## src/rtl/spm_pkg.sv

```systemverilog
// Shared types and sizing for the serial-parallel multiplier sequencer.
package spm_pkg;

   localparam int unsigned WIDTH_DEFAULT = 8;
   localparam int unsigned PROD_W        = 2 * WIDTH_DEFAULT;
   localparam int unsigned CNT_W         = $clog2(PROD_W);

   typedef enum logic [1:0] {
      IDLE,
      CLEAR,
      RUN,
      DONE
   } state_e;

endpackage

```

## src/rtl/spm_prod_collector.sv

```systemverilog
// Right-shift register assembling the serial product, LSB emerging first from the core.
module spm_prod_collector
   import spm_pkg::*;
#(
   parameter int unsigned PW = PROD_W
) (
   input  logic          clk,
   input  logic          rst,
   input  logic          clr,
   input  logic          shift_en,
   input  logic          bit_in,
   output logic [PW-1:0] prod
);

   // New bits enter at the MSB so bit k settles at position k after PW shifts.
   always_ff @(posedge clk) begin
      if (rst || clr) begin
         prod <= '0;
      end else if (shift_en) begin
         prod <= {bit_in, prod[PW-1:1]};
      end
   end

endmodule

```

## src/rtl/spm_ctrl.sv

```systemverilog
// Sequencer for the SPM core: latches operands, streams the sign-extended multiplier and
// collects the serial product into a registered 2*WIDTH-bit result.
module spm_ctrl
   import spm_pkg::*;
#(
   parameter int unsigned WIDTH = WIDTH_DEFAULT
) (
   input  logic               clk,
   input  logic               rst,
   input  logic               in_valid,
   output logic               in_ready,
   input  logic [WIDTH-1:0]   multiplicand,
   input  logic [WIDTH-1:0]   multiplier,
   output logic               out_valid,
   input  logic               out_ready,
   output logic [2*WIDTH-1:0] product,
   output logic               spm_clr,
   output logic [WIDTH-1:0]   spm_mcand,
   output logic               spm_mplier_bit,
   input  logic               spm_p_bit
);

   localparam int unsigned PW = 2 * WIDTH;
   localparam int unsigned CW = $clog2(PW);

   state_e           state;
   logic [CW-1:0]    cnt;
   logic [WIDTH-1:0] mcand_q;
   logic [WIDTH-1:0] mplier_q;
   logic             clr_q;
   logic [PW-1:0]    mplier_ext;

   always_ff @(posedge clk) begin
      if (rst) begin
         state     <= IDLE;
         cnt       <= '0;
         mcand_q   <= '0;
         mplier_q  <= '0;
         in_ready  <= 1'b1;
         out_valid <= 1'b0;
         clr_q     <= 1'b0;
      end else begin
         unique case (state)
            IDLE: begin
               if (in_valid && in_ready) begin
                  mcand_q  <= multiplicand;
                  mplier_q <= multiplier;
                  in_ready <= 1'b0;
                  clr_q    <= 1'b1;
                  state    <= CLEAR;
               end
            end
            CLEAR: begin
               cnt   <= '0;
               clr_q <= 1'b0;
               state <= RUN;
            end
            RUN: begin
               if (cnt == CW'(PW - 1)) begin
                  cnt       <= '0;
                  out_valid <= 1'b1;
                  clr_q     <= 1'b1;
                  state     <= DONE;
               end else begin
                  cnt <= cnt + CW'(1);
               end
            end
            DONE: begin
               if (out_ready) begin
                  out_valid <= 1'b0;
                  in_ready  <= 1'b1;
                  clr_q     <= 1'b0;
                  state     <= IDLE;
               end
            end
            default: state <= IDLE;
         endcase
      end
   end

   // Upper half repeats the sign bit so the core sees the multiplier sign-extended.
   assign mplier_ext     = {{WIDTH{mplier_q[WIDTH-1]}}, mplier_q};
   assign spm_mplier_bit = (state == RUN) && mplier_ext[cnt];
   assign spm_mcand      = mcand_q;
   assign spm_clr        = clr_q || rst;

   spm_prod_collector #(
      .PW(PW)
   ) u_collector (
      .clk     (clk),
      .rst     (rst),
      .clr     (state == CLEAR),
      .shift_en(state == RUN),
      .bit_in  (spm_p_bit),
      .prod    (product)
   );

endmodule

```

## config.mk

```make
export PLATFORM = sky130hd
export DESIGN_NAME = spm_ctrl
export DESIGN_NICKNAME = d
export VERILOG_FILES = /design/src/rtl/spm_pkg.sv /design/src/rtl/spm_prod_collector.sv /design/src/rtl/spm_ctrl.sv
export SDC_FILE = /design/constraint.sdc
export NUM_CORES = 1
export LEC_CHECK = 0
export ABC_AREA = 1
export BUFFER_PORTS_ARGS = -buffer_cell sky130_fd_sc_hd__buf_2
export CORE_MARGIN = 2
export CORE_UTILIZATION = 51
export DETAILED_ROUTE_END_ITERATION = 10
export PLACE_DENSITY_LB_ADDON = 0.05
export RECOVER_POWER = 100
export SLEW_MARGIN = 0
export SYNTH_ARGS = -nofsm -noshare
export SYNTH_HDL_FRONTEND = slang
export SYNTH_SLANG_ARGS = --single-unit
```

## constraint.sdc

```tcl
create_clock -name clk -period 1.8 [get_ports clk]
set_clock_uncertainty 0.1 [all_clocks]
set_input_delay 0.09 -clock clk [delete_from_list [all_inputs] [get_ports clk]]
set_output_delay 0.09 -clock clk [all_outputs]
set_load 0.01 [all_outputs]
```

; ---- Word-level counts from Yosys, hierarchy flattened
; Index checks and enable logic that the tools add are counted.
[word_totals]
word_cells = 45
ff_bits = 41
input_bits = 21
output_inout_bits = 28
[op_classes]
mux = 16
magnitude_cmp = 1
n_reduce_logical = 12
eq_ne = 7
n_addsub = 1
[op_table]
columns = operator, count
row1 = AND reduction 3 bit, 3
row2 = case mux 2 bit (4 select lines), 1
row3 = case mux 4 bit (2 select lines), 1
row4 = 2-to-1 mux 1 bit, 6
row5 = 2-to-1 mux 2 bit, 3
row6 = inequality test 2 bit (second input constant), 3
row7 = nonzero test 2 bit, 3
row8 = < comparator 4 x 5 -> 1 bit (second input constant), 1
row9 = adder 4 x 1 -> 4 bit (second input constant), 1
row10 = binary-select mux 1 bit (select 4 bit), 1
row11 = == test 2 bit (second input constant), 2
row12 = == test 4 bit (second input constant), 1
row13 = 2-to-1 mux 4 bit, 1
row14 = case mux 1 bit (2 select lines), 2
row15 = case mux 1 bit (4 select lines), 1
row16 = == test 2 x 1 -> 1 bit (second input constant), 1
row17 = logical AND 1 bit, 2
row18 = zero test 2 bit, 1
row19 = logical OR 1 bit, 2
row20 = AND reduction 2 bit, 1

; ---- Logic depth before layout (Yosys ltp)
[logic_depth]
depth_word = 3
depth_mapped = 8
mapped_depth_nobuf = 8

; ---- Cells and area by module
; A second synthesis with hierarchy kept.
[unflattened]
cells_unflattened = 256
hier_area_um2 = 1841.8
[modules_own_cells]
columns = mod, cells_per_inst, seq_area_each_um2, area_each_um2, n_inst
row1 = spm_ctrl, 155, 500.5, 1148.6, 1
row2 = spm_prod_collector, 101, 320.3, 693.2, 1

; ---- Worst setup path after synthesis
; No wires, ideal clock.
[synth_path]
path_type = register -> register
from = register state[1]
to = register u_collector.prod[10]
required_ps = 1634
synth_period_minus_slack_ps = 1312
path_buffers = 2
path_stages_with_launch = 7
setup_ps = 66
t_arrival_ps = 1146
slack_ps = 488
cell_sequence = dfxtp_1 inv_1 ha_1 or2_1 buf_6 buf_6 a21oi_2
[synth_via]
elab_chain_len = 2
word_cells_on_any_way = 3
classes_between = eq/ne: 2 / reduce/logical: 1
[synth_rtl]
columns = element, line_no
row1 = "start, declared", spm_ctrl.sv:26  ; state_e state;
row2 = "start signal, assigned", spm_ctrl.sv:35  ; state <= IDLE;
row3 = "start signal, assigned", spm_ctrl.sv:50  ; state <= CLEAR;
row4 = "start signal, assigned", spm_ctrl.sv:56  ; state <= RUN;
row5 = == test 2 x 1 -> 1 bit, spm_ctrl.sv:92  ; .clr (state == CLEAR),
row6 = logical OR 1 bit, spm_prod_collector.sv:17  ; if (rst || clr) begin
row7 = "end signal, assigned", spm_prod_collector.sv:20  ; prod <= {bit_in, prod[PW-1:1]};
row8 = "end, declared", spm_prod_collector.sv:12  ; output logic [PW-1:0] prod
; Several ways; a longest one is shown, not always the timed one.
; A chain may end at the register's enable or synchronous reset.

; ---- Worst setup path in the final report
[layout_path]
from = register state[0]
to = output port spm_mplier_bit
[layout_via]
elab_chain_len = 2
[layout_rtl]
columns = element, line_no
row1 = == test 2 bit, spm_ctrl.sv:83  ; assign spm_mplier_bit = (state == RUN) && mplier_ext[cnt];
row2 = logical AND 1 bit, spm_ctrl.sv:83
row3 = "end, declared", spm_ctrl.sv:19  ; output logic spm_mplier_bit,
; Every way passes these cells.

==> results.toml <==
[power_and_ir_drop]
ir_drop_v = 0.000779
cellPowerDensity_nw_per_um2 = 1170
p_clk_frac = 0.188
p_sw_frac = 0.376
netSwitchingPower_mw = 0.968
seq_power_share = 0.461
combPwrFrac = 0.351
internal_power_mw = 1.61
leakagePower_nw = 0.870

[yosys]
yosysTopAreaCell = "dfxtp_1"
yosysTopAreaCellShare = 0.465
synth_compound_area_frac = 0.191
synthSimpleGateAreaFrac = 0.192
synthAdderAreaFrac = 0.0354
synthCells = 222
ys_ff_latch = 41
synth_top_family_by_area = "simple AND/OR/NAND/NOR gates"
synth_xor_area_frac = 0.00992
synthMuxAreaShare = 0
syn_area_um2 = 1770
ys_seq_area_frac = 0.465
synthTopCellsByArea = "dfxtp_1 46%, nand2_1 11%, a21oi_1 7.9%"
avgSynthCellArea_um2 = 7.96
syn-num-nets = 248
synth.distinct_cells = 24
ys_warn_count = 0

[die]
core-area_um2 = 3340
die_area_um2 = 3950
die_w_um = 62.9
rows = 21
die_y_um = 62.9
ioPinCount = 49
initial_core_util = 0.529

[finish]
drive_above_1_share = 0.152
syn_to_final_growth_pct = 24.9
diodes = 0
nets = 316

[global_routing]
grt_pass1_vias = 1469
overflow = 0
grtUsageTotal = 0.217
grt_pass1_wl_mm = 6.76
grt_max_degree = 34
antenna_found_initial = 0

[hold_path]
hp-class = "in -> reg"

[run_status]
status = "finished, final reports clean"

[worst_setup_path]
worst-path-buf-inv = 4
critPathTopFamily = "buffers and inverters"
cp.required_ns = 1.61
cp_slowest_cell = "dfxtp_1"
slowest_delay_ns = 0.35
path_max_fanout = 5
cp_cell_sequence = "inv_1 -> ha_4 -> inv_2 -> a21oi_1 -> nand2_1 -> inv_1 -> buf_2"
end_kind = "output port"
critPathKind = "reg -> out"
cp-start-kind = "flop"
crit_top_cell = "inv_1"
arrival_ns = 1.44

[clocking]
cts.sinks = 41
cts_tree = "done"
post-cts-setup-buffer-count = 0
cts-root-buf = "clkbuf_4"
cts_buffer_depth = 2
cts_made_buffers = 5
htreeDepth = 2
clock_latency_ns = 0.36
clk_pin_slew_worst_paths_ns = 0.11

[timing]
finalSetupTns_ns = 0
final-hold-violation-count = 0
slew_headroom = 0.609
setup_viol = 0
report.final.slew_viol_count = 0
fmax_mhz = 612
worst_slew_pin_slew_ns = 0.587
fin_crit_ns = 1.63
rsz0062_at_grt = "no"
setup_ws_ns = 0.166
finalCritPeriodShare = 0.908

[routing]
drc = 0
routedWlPerCell_um = 11.4
avgViaCountPerCell = 4.80
routed_wl_mm = 3.82
dr.first_iter.drc_count = 73
num_vias = 1612
dr.pass1.iters = 4
final_antenna_net_count = 0

[placed_design]
portBuffers = 48
dp_slack_ns = 0.271
dp_hpwl_mm = 2.46
place_congestion = 0.805

[flow_run]
drv_cap = 0
-- registers in the layout, summed over array words and instances (netlist names) --
signal and flops:
u_collector.prod 16, mplier_q 8, spm_mcand 8, cnt 4, state 2, clr_q 1, in_ready 1, out_valid 1
-- cell families (layout without fill, tap and decap cells) --
group                      count (synthesis)  after routing
AOI/OAI and AO/OA                         59             59
xor gates and xnor gates                   2              2
adders and majority gates                  5              5
buffers and inverters                     40            108
DFF                                       41             41
and+or+nand+nor                           75             75
-- final cells by class --
cell class / instances / area (µm²)
Inverter: 29 / 109
Sequential cell: 41 / 822
Clock inverter: 1 / 7.51
Tap cell: 46 / 57.6
Multi-Input combinational cell: 141 / 724
Clock buffer: 6 / 51.3
Fill cell: 341 / 1130
Timing Repair Buffer: 72 / 435
-- synthesized netlist by cell type --
master,instances
dfxtp_1,41
o21ai_1,3
nand4_1,1
nand2_1,50
a211oi_1,1
buf_6,4
nand2_4,1
nand3_2,2
nand3b_1,1
nand3_1,10
xnor2_1,1
nor2_1,7
or2_1,1
o21ai_0,16
xor2_1,1
nor2_2,1
buf_2,7
a21oi_2,10
inv_1,25
a21oi_1,28
nand3_4,1
ha_1,5
inv_2,4
o31ai_1,1
-- metal layers --
layer	share of wire	vias up	global-route usage
met1	0.46	725	0.267
met3	0.040	8	0.0649
li1	-	846	-
met4	0.018	0	0.0889
met2	0.48	33	0.355
met5	0	-	0
-- worst reg2reg max path, stage by stage, from the launching register on --
cell and delay, ns:
dfxtp_1 0.41, ha_1 0.27, inv_2 0.04, nor2_1 0.18
clkinv_1 0.12, nand3_1 0.19, nand2_1 0.07, o21ai_1 0.08
nor2_1 0.05
-- placed cells by master, fill, tap and decap left out, drive strengths merged, types with 5 or more instances in the layout --
master	count
nand2	51
dfxtp	41
nand3	13
nor2	8
ha	5
buf	26
o21ai	19
a21oi	38
dlygate4sd3	19
inv	28
clkbuf	33
-- power by group through the flow --
stage	registers (mW)	clock network [mW]	logic, mW
floorplan	1.21	0	0.681
global placement	1.20	0	0.936
detailed placement	1.20	0	0.940
CTS	1.18	0.494	0.978
global route	1.21	0.551	1.03
finish	1.19	0.484	0.905
-- repair_timing --
action,in CTS,in global routing
endpoints found under the setup margin,0,1
gates resized for setup,0,3
hold buffers,19,0
hold endpoints to repair,21,0
-- path summary, 6_finish.rpt --
check	startpoint	to	slack, ns	depth (start not counted)
setup / recovery	state[0]	spm_mplier_bit	0.17	7
hold / removal	in_valid	in_ready	0.02	5
setup reg to reg	state[1]	clr_q	0.19	8
hold reg to reg	out_valid	out_valid	0.35	2
-- stage by stage --
stage                     power (mW)  cells  instance area, µm²  hold WS [ns]  utilization
after floorplan                 1.89    222                1770        0.0624            -
after global placement          2.13    310                2030         0.231        0.610
after detailed placement        2.14    310                2030         0.221        0.610
after CTS                       2.65    336                2280        0.0724        0.684
after global routing            2.79    336                2210        0.0331        0.661
final                           2.58    336                2210        0.0241        0.661
Power figures use the tool's default switching activity.
